==> config.mk <==
export PLATFORM = sky130hd
export DESIGN_NAME = input_peri_flat
export DESIGN_NICKNAME = d
export VERILOG_FILES = /design/src/rtl/peri_pkg.sv /design/src/rtl/input_peri_if.sv /design/src/rtl/input_peri_btn_debounce.sv /design/src/rtl/input_peri.sv /design/src/flat_wrapper.sv
export SDC_FILE = /design/constraint.sdc
export NUM_CORES = 1
export LEC_CHECK = 0
export BUFFER_PORTS_ARGS = -buffer_cell sky130_fd_sc_hd__buf_2
export CAP_MARGIN = 20
export CELL_PAD_IN_SITES_DETAIL_PLACEMENT = 0
export CELL_PAD_IN_SITES_GLOBAL_PLACEMENT = 2
export CORE_MARGIN = 4
export CORE_UTILIZATION = 36
export DETAILED_ROUTE_END_ITERATION = 7
export PLACE_DENSITY_LB_ADDON = 0.1
export SYNTH_ARGS = -nofsm -noshare
export SYNTH_HDL_FRONTEND = slang
export SYNTH_HIERARCHICAL = 1
export SYNTH_SLANG_ARGS = --single-unit
==> constraint.sdc <==
create_clock -name clk -period 1.6 [get_ports clk]
set_input_delay 0.24 -clock clk [delete_from_list [all_inputs] [get_ports clk]]
set_output_delay 0.24 -clock clk [all_outputs]
set_load 0.05 [all_outputs]
==> src/rtl/peri_pkg.sv <==
// Shared address map and address type for the input peripheral slice.
package peri_pkg;

    typedef logic [7:0] peri_addr_t;

    localparam peri_addr_t ADDR_SW       = 8'h00;
    localparam peri_addr_t ADDR_BTN      = 8'h10;
    localparam peri_addr_t ADDR_EDGE     = 8'h14;
    localparam peri_addr_t ADDR_IRQ_MASK = 8'h18;

    // Registers are word aligned, so the byte offset never takes part in decode.
    function automatic peri_addr_t word_addr(input peri_addr_t a);
        return {a[7:2], 2'b00};
    endfunction

endpackage

==> src/rtl/input_peri_if.sv <==
// LSU peripheral bus as seen by the input peripheral: core drives address/write, peripheral returns read data and irq.
interface input_peri_if;
    import peri_pkg::*;

    peri_addr_t  addr;
    logic [31:0] w_data;
    logic        wr_en;
    logic [3:0]  bmask;
    logic [31:0] rd_data;
    logic        irq;

    modport master (
        output addr, w_data, wr_en, bmask,
        input  rd_data, irq
    );

    modport slave (
        input  addr, w_data, wr_en, bmask,
        output rd_data, irq
    );

endinterface

==> src/rtl/input_peri_btn_debounce.sv <==
// One push button: 2-flop synchroniser on the active-low pad followed by a stable-count debouncer.
module btn_debounce #(
    parameter int DEBOUNCE_CYCLES = 50000
) (
    input  logic clk,
    input  logic rst,
    input  logic pad_n,
    output logic state,
    output logic press
);

    localparam int CW = (DEBOUNCE_CYCLES > 1) ? $clog2(DEBOUNCE_CYCLES) : 1;
    localparam logic [CW-1:0] CNT_LAST = CW'(DEBOUNCE_CYCLES - 1);

    logic          sync1;
    logic          sync2;
    logic [CW-1:0] cnt;
    logic          pressed_s;
    logic          accept;

    assign pressed_s = ~sync2;
    assign accept    = (pressed_s != state) && (cnt == CNT_LAST);
    assign press     = accept && pressed_s;

    // Synchroniser resets to the released level so reset never looks like a press.
    always_ff @(posedge clk or posedge rst) begin
        if (rst) begin
            sync1 <= 1'b1;
            sync2 <= 1'b1;
        end else begin
            sync1 <= pad_n;
            sync2 <= sync1;
        end
    end

    always_ff @(posedge clk or posedge rst) begin
        if (rst) begin
            cnt   <= '0;
            state <= 1'b0;
        end else if (accept) begin
            state <= pressed_s;
            cnt   <= '0;
        end else if (pressed_s != state) begin
            cnt <= cnt + 1'b1;
        end else begin
            cnt <= '0;
        end
    end

endmodule

==> src/rtl/input_peri.sv <==
// Memory-mapped switch/button input peripheral with W1C press-edge register.
// Optional interrupt mask and registered irq are enabled by defining INPUT_PERI_IRQ_EN.
module input_peri
    import peri_pkg::*;
#(
    parameter int SW_WIDTH        = 18,
    parameter int BTN_WIDTH       = 4,
    parameter int DEBOUNCE_CYCLES = 50000
) (
    input  logic                 clk,
    input  logic                 rst,
    input_peri_if.slave          bus,
    input  logic [SW_WIDTH-1:0]  io_sw,
    input  logic [BTN_WIDTH-1:0] io_btn_n
);

    logic [SW_WIDTH-1:0]  sw_sync1;
    logic [SW_WIDTH-1:0]  sw_sync2;
    logic [BTN_WIDTH-1:0] btn_state;
    logic [BTN_WIDTH-1:0] btn_press;
    logic [BTN_WIDTH-1:0] edge_q;
    logic [BTN_WIDTH-1:0] edge_clr;
    peri_addr_t           waddr;
    logic                 wr_low_byte;
    logic                 unused_bits;

    assign waddr       = word_addr(bus.addr);
    assign wr_low_byte = bus.wr_en && bus.bmask[0];
    assign edge_clr    = (wr_low_byte && waddr == ADDR_EDGE) ? bus.w_data[BTN_WIDTH-1:0] : '0;
    assign unused_bits = ^{bus.addr[1:0], bus.w_data, bus.bmask};

    always_ff @(posedge clk or posedge rst) begin
        if (rst) begin
            sw_sync1 <= '0;
            sw_sync2 <= '0;
        end else begin
            sw_sync1 <= io_sw;
            sw_sync2 <= sw_sync1;
        end
    end

    for (genvar i = 0; i < BTN_WIDTH; i++) begin : g_btn
        btn_debounce #(
            .DEBOUNCE_CYCLES(DEBOUNCE_CYCLES)
        ) u_debounce (
            .clk   (clk),
            .rst   (rst),
            .pad_n (io_btn_n[i]),
            .state (btn_state[i]),
            .press (btn_press[i])
        );
    end

    // A new press on the same edge as a clear must survive, so set is ORed in last.
    always_ff @(posedge clk or posedge rst) begin
        if (rst) begin
            edge_q <= '0;
        end else begin
            edge_q <= (edge_q & ~edge_clr) | btn_press;
        end
    end

`ifdef INPUT_PERI_IRQ_EN
    logic [BTN_WIDTH-1:0] irq_mask_q;
    logic                 irq_q;

    always_ff @(posedge clk or posedge rst) begin
        if (rst) begin
            irq_mask_q <= '0;
            irq_q      <= 1'b0;
        end else begin
            if (wr_low_byte && waddr == ADDR_IRQ_MASK) begin
                irq_mask_q <= bus.w_data[BTN_WIDTH-1:0];
            end
            irq_q <= |(edge_q & irq_mask_q);
        end
    end

    assign bus.irq = irq_q;
`else
    assign bus.irq = 1'b0;
`endif

    always_comb begin
        bus.rd_data = '0;
        case (waddr)
            ADDR_SW:       bus.rd_data[SW_WIDTH-1:0]  = sw_sync2;
            ADDR_BTN:      bus.rd_data[BTN_WIDTH-1:0] = btn_state;
            ADDR_EDGE:     bus.rd_data[BTN_WIDTH-1:0] = edge_q;
`ifdef INPUT_PERI_IRQ_EN
            ADDR_IRQ_MASK: bus.rd_data[BTN_WIDTH-1:0] = irq_mask_q;
`endif
            default:       bus.rd_data = '0;
        endcase
    end

endmodule

==> src/flat_wrapper.sv <==
// flat-port wrapper written by rule: the top's interface ports become plain ports
module input_peri_flat import peri_pkg::*;
#(
    parameter int SW_WIDTH        = 18,
    parameter int BTN_WIDTH       = 4,
    parameter int DEBOUNCE_CYCLES = 50000
)
  (clk, rst, io_sw, io_btn_n, bus_addr, bus_w_data, bus_wr_en, bus_bmask, bus_rd_data, bus_irq);
  input_peri_if bus_i ();
  input  logic clk;
  input  logic rst;
  input  logic [SW_WIDTH-1:0] io_sw;
  input  logic [BTN_WIDTH-1:0] io_btn_n;
  input wire logic [$bits(bus_i.addr)-1:0] bus_addr;
  input wire logic [$bits(bus_i.w_data)-1:0] bus_w_data;
  input wire logic [$bits(bus_i.wr_en)-1:0] bus_wr_en;
  input wire logic [$bits(bus_i.bmask)-1:0] bus_bmask;
  output wire logic [$bits(bus_i.rd_data)-1:0] bus_rd_data;
  output wire logic [$bits(bus_i.irq)-1:0] bus_irq;
  assign bus_i.addr = bus_addr;
  assign bus_i.w_data = bus_w_data;
  assign bus_i.wr_en = bus_wr_en;
  assign bus_i.bmask = bus_bmask;
  assign bus_rd_data = bus_i.rd_data;
  assign bus_irq = bus_i.irq;
  input_peri #(.SW_WIDTH(SW_WIDTH), .BTN_WIDTH(BTN_WIDTH), .DEBOUNCE_CYCLES(DEBOUNCE_CYCLES)) u_core (.clk(clk), .rst(rst), .bus(bus_i), .io_sw(io_sw), .io_btn_n(io_btn_n));
endmodule
[Yosys cells after proc, flatten, opt, wreduce, memory -nomap -nowiden]
Cells that the tools add are included.
Widths: inputs -> output; s select.
Storage, ports and cells
  register bits after elaboration: 116
  bits of input ports: 69
  output and inout bits: 33
  logic and storage cells: 62
Cells by class
  $add $sub $neg: 4
  equality and inequality tests: 10
  multiplexer cells: 11
  bitwise logic cells: 7
  reductions and logical operators: 11
Operator list (count)
  $mux 16: 8
  $add 16x1->16 const B: 4
  $eq 16x16->1 const B: 4
  $mux 14: 1
  $eq 6x3->1 const B: 2
  $pmux 4 s3: 1
  $logic_and 1x1->1: 10
  $logic_not 8->1: 1
  $and 4x4->4: 1
  $mux 4: 1
  $ne 1x1->1: 4
  $not 1->1: 4
  $not 4->4: 1
  $or 4x4->4: 1

[Logic depth before layout (Yosys ltp)]
Gate-level depths: netlist of run 1.
  depth after elaboration: 6
  mapped depth: 6
  mapped depth without buffers: 6

[Hierarchy]
The synthesis of run 1 kept the hierarchy.
By module, submodules not included
  btn_debounce: instances 4, cells an instance 86, area an instance 959.7 sq um, sequential area each 478.0 sq um
  input_peri: instances 1, cells an instance 99, area an instance 1426.4 sq um, sequential area each 1001.0 sq um

[Least setup slack after synthesis of run 1]
No wires, ideal clock.
  path type: in2out
  start point: input port bus_addr[3]
  end point: output port bus_rd_data[0]
  arrival: 1.583 ns
  required time: 1.360 ns
  slack: -0.223 ns
  stages on the path: 4
  buffers on the path: 1
  path through: or4_4 -> nor3_4 -> buf_6 -> o2bb2ai_1
Between the ends
  word-level cells in the longest chain between the ends: 2
  elaborated cells between the ends (all ways): 4
  classes of those cells: eq/ne: 2; mux: 1; reduce/logical: 1
RTL lines
  start: declaration: line flat_wrapper.sv:14  | input wire logic [$bits(bus_i.addr)-1:0] bus_addr;
  $eq 6x3->1 or $logic_not 8->1 (tied branches): line input_peri.sv:86  | case (waddr)
  $pmux 4 s3 (*): line input_peri.sv:86
  end: declaration: line flat_wrapper.sv:18  | output wire logic [$bits(bus_i.rd_data)-1:0] bus_rd_data;
Every way passes the cells marked *; elsewhere a longest branch is shown, timed or not.

[Worst setup path in the final report of run 1]
  start point: input port bus_addr[3]
  end point: output port bus_rd_data[8]
Between the ends
  word-level cells in the longest chain between the ends: 2
RTL lines (line)
  $logic_not 8->1: input_peri.sv:86
  $mux 14: input_peri.sv:86
No other way between the ends.

==> run metrics, run 1 <==
GP Congestion=0.751; IO Port Bufs=53; Critical R2R Capture=u_core/edge_q[0]$_DFF_PP0_; Cell Pwr Density=987 nW/µm²; CP startpoint=bus_addr[3]; failing checks=setup timing; DRC=0; required time of the critical path=1360 ps; Post-Syn Area=5270 µm²; diode count=0; DIE AREA=16600 µm²; final worst path period share=111%; post-DP HPWL=7.57 mm; root buffer selected by CTS=clkbuf_16; drt pass-1 iters=4; CTS Sinks=116; reg2reg setup slack=100 ps; critical path type=in2out; layout filler cell count=1223; Tmin final=1780 ps; vias per cell=4.51; ys flop type=dfrtp_1; H-tree depth=4; status=finished, violations left; first-pass GRT wire length=18.6 mm; Nets=664; Worst Hold Class=in2reg; Reg clk slew, reported paths=60 ps; vias in the first global route=3719; Seq cells post-synth=116; dominant cell type by area after synthesis=dfrtp_1; Layout Cells excl Fill=783; EDFF count, synth=0; reg2reg start=u_core/g_btn[0].u_debounce/cnt[13]$_DFF_PP0_; Critical Path End Type=output pin; VDD IR max=0.691 mV; Die Wd=129 µm; die height=129 µm; CTS tree=built; register area share after synthesis=55.3%; Synthesis Warnings=6; max_cap viols=0; DRT iter0 DRCs=94; Rows=43; IO Pins=102; CTS buffer count=17; drt wl/cell=13.8 µm; Area growth syn-to-layout=38.8%; list of most frequent post-synthesis cells=dfrtp_1 (108), nor2_1 (69), xnor2_1 (56); area share of the leading cell type in the synthesized netlist=51.3%; final hold violations=0; synth top area cells=dfrtp_1 (51%), xnor2_1 (9.3%), nor2_1 (4.9%), dfstp_2 (4.0%), buf_4 (2.1%); Core ar.=14100 µm²; largest net degree at the start of global routing=23; RSZ-0062 raised after global routing=true; Place WS=-302 ps; layout cell share with drive strength beyond 1=38.1%; antenna violations before repair=0; most numerous cell in the Yosys netlist=dfrtp_1; Hold Crit Depth=2; hold path start=bus_w_data[2]; DP Cell Count=726; ys async rst share=100%; crit path max fanout=10; total grt overflow=0; Initial Util=37.4%; final worst clock skew=6.38 ps; clock buffer depth=2; Crit path arrival time=1540 ps; R2R cell count=6; Slew Viols, Final=0; Leak=3.26 nW; synthesized area per cell=11.9 µm²; post-synth cell types=34; via count=3528; worst skew pair latency=410 ps; fmax=0.562 GHz; Post CTS Setup Buffer Count=0; GRT Total Usage=14.4%; Routed Antenna Nets=0; CP Launch Type=primary input; final setup violation count=18; setup ws final=-179 ps; Cells after Synth=443; Hold EP=u_core/edge_q[2]$_DFF_PP0_; overall routed net length=10.8 mm
## cell usage in the layout, fill, tap and decap left out, types with 5 or more instances in the layout
cell	n
nor3_1	16
buf_8	11
inv_1	21
nor2_2	12
and2_4	6
dfrtp_1	107
dfstp_2	8
nand4_2	8
nand3_1	16
and2_2	8
nor2_1	69
nor4_2	8
clkinvlp_4	5
conb_1	15
xnor2_1	56
nand2_1	17
dlygate4sd3_1	26
clkbuf_16	17
buf_2	34
buf_6	10
buf_4	51
## timing repair
| action | CTS | global route |
|---|---|---|
| pin swaps | 0 | 7 |
| hold buffers | 26 | 0 |
| gates resized for setup | 49 | 18 |
| cloned | 0 | 0 |
| setup endpoints to repair | 20 | 22 |
| hold endpoints to repair | 123 | 0 |
## worst max-delay path: stages
cell and delay [ps]:
buf_6 90, or4_4 550, nor3_4 170, buf_6 170, and2_2 160, buf_6 150
## cells by family after synthesis
kind of cell	synth area share, %
and+or+nand+nor	26.5
DFF	55.3
adders and majority gates	0.951
AOI/OAI and AO/OA	1.52
xor gates and xnor gates	9.98
muxes	0.760
buffers and inverters	4.92
other	0.0712
## registers in the layout, summed over array words and instances (netlist names)
signal / count
u_core/sw_sync2: 18
u_core/g_btn.u_debounce/state: 4
u_core/g_btn.u_debounce/sync2: 4
u_core/g_btn.u_debounce/sync1: 4
u_core/sw_sync1: 18
u_core/g_btn.u_debounce/cnt: 64
u_core/edge_q: 4
## final cells by class
cell class / count / area [µm²] / area share, %
sequential: 116 / 2910 / 39.9
multi-input combinational: 299 / 2340 / 32.0
timing repair buffer: 136 / 1170 / 16.0
clock buffer: 17 / 425 / 5.82
tap: 180 / 225 / 3.08
clock inverter: 14 / 155 / 2.12
inverter: 21 / 78.8 / 1.08
## per-layer routing
metal / track usage, % / vias to the layer above / wire, µm
li1: - / 1750 / -
met1: 19.6 / 1685 / 5320
met2: 21.3 / 89 / 4810
met3: 5.27 / 4 / 590
met4: 4.76 / 0 / 80
met5: 0 / - / 0
## power breakdown
part / switching [mW] / leakage, nW / internal (mW) / total (mW)
clock network: 1.40 / 0.268 / 2.30 / 3.69
logic: 0.258 / 1.51 / 0.172 / 0.430
registers: 0.0560 / 1.48 / 3.03 / 3.09
total: 1.71 / 3.26 / 5.50 / 7.21
## stage by stage
step / cell area (µm²) / util, % / power [mW] / TNS [ps] / hold WS (ps)
after CTS: 7200 / 51.1 / 7.34 / -2910 / 29.1
after global routing: 7310 / 51.8 / 7.54 / -3920 / 54.8
after global placement: 6190 / 43.9 / 3.51 / -4640 / 316
final: 7310 / 51.8 / 7.21 / -2800 / 54.2
after floorplan: 5400 / - / 3.39 / -559 / 190
after detailed placement: 6190 / 43.9 / 3.51 / -5060 / 310
## worst max path at each step
| stage | endpoint | slack [ps] |
|---|---|---|
| 2_1_floorplan | bus_rd_data[11] | -70 |
| 3_3_place_gp | bus_rd_data[4] | -260 |
| 6_report | bus_rd_data[8] | -180 |
| 5_1_grt | bus_rd_data[6] | -240 |
| 3_5_place_dp | bus_rd_data[8] | -300 |
| 4_1_cts | bus_rd_data[8] | -190 |
Note: power is estimated with default switching activity, not from simulation.
==> inputs of run 2 (changes only) <==
PLACE_DENSITY = 0.79   (was not set)
PLACE_DENSITY_LB_ADDON = not set   (was 0.1)
==> run metrics, run 2 (synthesis gave the netlist of run 1 again) <==
IO Port Bufs=53; die height=129 µm; Layout Cells excl Fill=784; post-DP HPWL=7.52 mm; Critical Path End Type=output pin; Buf+Inv Stages, Crit Path=3; layout cell share with drive strength beyond 1=38.3%; Worst Hold Class=in2reg; Critical R2R Capture=u_core/edge_q[2]$_DFF_PP0_; critical-path cell list=buf_6, or4_4, nor3_4, buf_12, and2_2, buf_6; Cell Pwr Density=1010 nW/µm²; cell class contributing the biggest share of worst-path delay=simple AND/OR/NAND/NOR gates; GRT Total Usage=14.9%; Hold EP=u_core/edge_q[1]$_DFF_PP0_; most frequent CP cell=buf_6; CP Launch Type=primary input; GP Congestion=0.788; Rows=43; Hold Crit Depth=2; R2R cell count=6; Nets=663; Tmin final=1790 ps; total grt overflow=0; final worst clock skew=7.90 ps; required time of the critical path=1360 ps; Slew Viols, Final=0; final hold violations=0; via count=3594; max_cap viols=0; DRC=0; Area growth syn-to-layout=39.4%; crit path max-delay cell type=or4_4; vias per cell=4.58; CTS Sinks=116; setup ws final=-191 ps; most frequent cells in the layout=dfrtp_1 (108), nor2_1 (69), xnor2_1 (56); critical path type=in2out; reg2reg start=u_core/g_btn[2].u_debounce/cnt[12]$_DFF_PP0_; H-tree depth=4; first-pass GRT wire length=19.3 mm; largest net degree at the start of global routing=41; fmax=0.558 GHz; IO Pins=102; hold path start=bus_w_data[1]; DP Cell Count=726; failing checks=setup timing; vias in the first global route=3971; final worst path period share=112%; RSZ-0062 raised after global routing=true; CTS buffer count=17; Reg clk slew, reported paths=50 ps; Setup TNS=-2990 ps; overall routed net length=11.1 mm; Routed Antenna Nets=0; commonest non-fill, non-tap cell in the layout=dfrtp_1; root buffer selected by CTS=clkbuf_16; DRT iter0 DRCs=125; clock buffer depth=2; Largest register FFs=64; CTS tree=built; Core ar.=14100 µm²; Leak=3.31 nW; Die Wd=129 µm; reg2reg setup slack=80 ps; crit-path max cell delay=540 ps; VDD IR max=0.908 mV; DIE AREA=16600 µm²; Most flops, register=u_core/g_btn.u_debounce/cnt; top flop regs=u_core/g_btn.u_debounce/cnt x64, u_core/sw_sync1 x18, u_core/sw_sync2 x18; antenna violations before repair=1; drt wl/cell=14.2 µm; final setup violation count=18; drt pass-1 iters=4; worst skew pair latency=400 ps; crit path max fanout=18; Crit path arrival time=1550 ps; status=finished, violations left; Initial Util=37.4%
## run 2: cell types whose count changed in the layout (fill, tap and decap cells not counted), moves of 3 or more
cell / before / now
inv_6: 3 / 0
clkinv_2: 1 / 4
nor4bb_2: 0 / 3
clkbuf_8: 0 / 4
buf_4: 51 / 54
clkinvlp_4: 5 / 1
## run 2: what timing repair did
action,in CTS,in global routing
hold buffers,24,0
setup buffers,0,1
hold endpoints to repair,68,0
gates resized for setup,47,21
endpoints found under the setup margin,19,52
pin swaps,0,6
## run 2: where the power goes
| part | internal (mW) | total [mW] | switching (mW) |
|---|---|---|---|
| Sequential | 3.04 | 3.09 | 0.0579 |
| Clock | 2.60 | 3.86 | 1.26 |
| Combinational | 0.164 | 0.424 | 0.260 |
| Total | 5.80 | 7.38 | 1.58 |
## run 2: worst max-delay path by stage
stage | startpoint | end | depth (start not counted)
2_1_floorplan | bus_addr[3] | bus_rd_data[11] | 4
3_3_place_gp | bus_addr[3] | bus_rd_data[17] | 6
3_5_place_dp | bus_addr[3] | bus_rd_data[17] | 6
4_1_cts | bus_addr[3] | bus_rd_data[8] | 6
5_1_grt | bus_addr[3] | bus_rd_data[10] | 6
6_report | bus_addr[3] | bus_rd_data[7] | 6
## run 2: area by class of cell
type	instances	area [µm²]
well taps	180	225
flip-flops and latches	116	2910
multi-input cells	299	2350
fillers	1191	6760
clock buffers	23	488
repair buffers	135	1160
inverters	21	78.8
diodes	1	2.50
clock inverters	9	126
## run 2: metal layers
| metal | share of wire (%) | global-route usage, % | vias up |
|---|---|---|---|
| met5 | 0 | 0 | - |
| met4 | 2.3 | 6.79 | 0 |
| met3 | 4.7 | 4.44 | 18 |
| met2 | 47 | 23.1 | 83 |
| met1 | 46 | 19.3 | 1740 |
| li1 | - | - | 1753 |
## run 2: metrics by stage
step	power, mW	instance area, µm²	worst slack [ps]	hold WS (ps)	util [%]
after floorplan	3.39	5400	-66.9	190	-
after global placement	3.50	6190	-263	195	43.9
after detailed placement	3.51	6190	-276	199	43.9
after CTS	7.48	7210	-175	4.98	51.1
after global routing	7.70	7340	-240	18.4	52.1
final	7.38	7340	-191	26.6	52.1
## run 2: worst reg2reg max path: stages, from the launching register on
cell	delay [ps]
dfrtp_1	410
nor4bb_4	310
buf_4	160
nand4b_4	140
nor3_4	210
nor2_1	50
a31oi_1	150
==> inputs of run 3 (changes only) <==
PLACE_DENSITY = 0.9   (was 0.79)
==> run metrics, run 3 (synthesis gave the netlist of run 1 again) <==
CTS Sinks=116; Tmin final=1810 ps; GRT Total Usage=14.0%; Area growth syn-to-layout=39.7%; CP Launch Type=primary input; Largest register FFs=64; IO Port Bufs=53; top flop regs=u_core/g_btn.u_debounce/cnt x64, u_core/sw_sync1 x18, u_core/sw_sync2 x18; CTS tree=built; fin util=52.2%; CTS buffer count=17; Place WS=-291 ps; drt wl/cell=14.1 µm; worst skew pair latency=400 ps; max_cap viols=0; Initial Util=37.4%; setup ws final=-207 ps; GP Congestion=0.739; via count=3571; clock buffer depth=2; antenna violations before repair=0; first-pass GRT wire length=18.5 mm; Cell Pwr Density=1040 nW/µm²; status=finished, violations left; Slew Viols, Final=0; IO Pins=102; routing usage on met3=4.44%; vias in the first global route=3783; RSZ-0062 raised after global routing=true; Most flops, register=u_core/g_btn.u_debounce/cnt; final worst path period share=113%; Core ar.=14100 µm²; H-tree depth=4; Rows=43; drt pass-1 iters=4; critical path type=in2out; fmax=0.553 GHz; Worst Hold Class=in2reg; root buffer selected by CTS=clkbuf_16; met1 Track Usage GR=18.1%; largest net degree at the start of global routing=41; Final Instance Area=7360 µm²; layout filler cell count=1143; die height=129 µm; final setup violation count=18; Die Wd=129 µm; overall routed net length=11.0 mm; Critical Path End Type=output pin; commonest non-fill, non-tap cell in the layout=dfrtp_1; layout cell share with drive strength beyond 1=37.7%; total grt overflow=0; grt peak-use layer=met2; final hold violations=0; Routed Antenna Nets=0; required time of the critical path=1360 ps; DIE AREA=16600 µm²; vias per cell=4.58; Nets=659; Crit path arrival time=1570 ps; failing checks=setup timing; crit path max fanout=10; Leak=3.32 nW; diode count=0; post-DP HPWL=7.05 mm; VDD IR max=0.711 mV; most frequent cells in the layout=dfrtp_1 (108), nor2_1 (69), xnor2_1 (56); dpl cell area=6120 µm²; Reg clk slew, reported paths=50 ps; DRC=0; grt met2 use=22.4%; final worst clock skew=8.60 ps; DRT iter0 DRCs=131
## run 3: path summary, 6_finish.rpt
check	startpoint	end	slack [ps]	depth (start not counted)
max in group asynchronous	rst	u_core/edge_q[0]$_DFF_PP0_	700	4
min in group asynchronous	rst	u_core/g_btn[0].u_debounce/state$_DFFE_PP0N_	320	3
worst max-delay path	bus_addr[3]	bus_rd_data[7]	-210	6
worst max register to register	u_core/g_btn[1].u_debounce/cnt[12]$_DFF_PP0_	u_core/edge_q[1]$_DFF_PP0_	100	5
worst min-delay path	bus_w_data[2]	u_core/edge_q[2]$_DFF_PP0_	20	2
worst min register to register	u_core/sw_sync1[3]$_DFF_PP0_	u_core/sw_sync2[3]$_DFF_PP0_	350	0
## run 3: where the power goes
part	internal (mW)	total, mW	switching (mW)
Sequential	3.04	3.09	0.0571
Combinational	0.164	0.425	0.261
Clock	2.88	4.16	1.28
Total	6.08	7.68	1.60
## run 3: final cells by class
| class | count | area, µm² | area share, % |
|---|---|---|---|
| clock buffer | 23 | 478 | 6.50 |
| clock inverter | 9 | 174 | 2.36 |
| inverter | 21 | 78.8 | 1.07 |
| multi-input combinational | 299 | 2360 | 32.1 |
| sequential | 116 | 2910 | 39.6 |
| tap | 180 | 225 | 3.06 |
| timing repair buffer | 131 | 1120 | 15.3 |
## run 3: per-stage QoR
stage / hold slack [ps] / instances / power (mW) / setup TNS, ps
finish: 20.7 / 779 / 7.68 / -3400
global route: 17.8 / 779 / 7.98 / -3760
CTS: 4.21 / 774 / 7.73 / -2950
detailed placement: 188 / 719 / 3.49 / -5230
global placement: 183 / 719 / 3.49 / -4560
floorplan: 190 / 457 / 3.39 / -559
## run 3: critical path: stages
cell	delay [ps]
buf_6	100
or4_4	560
nor3_4	170
buf_6	180
and2_2	170
buf_6	150
## run 3: repair_timing
action	in CTS	in global routing
hold buffers	23	0
cloned	0	0
buffers inserted	0	5
endpoints found under the hold margin	66	0
resized for setup	56	16
setup endpoints to repair	36	45
pin swaps	1	3
## run 3: routing by layer
metal,vias up,wire length [µm]
met4,0,155
met5,-,0
met3,11,577
met1,1736,4820
met2,78,5420
li1,1746,-
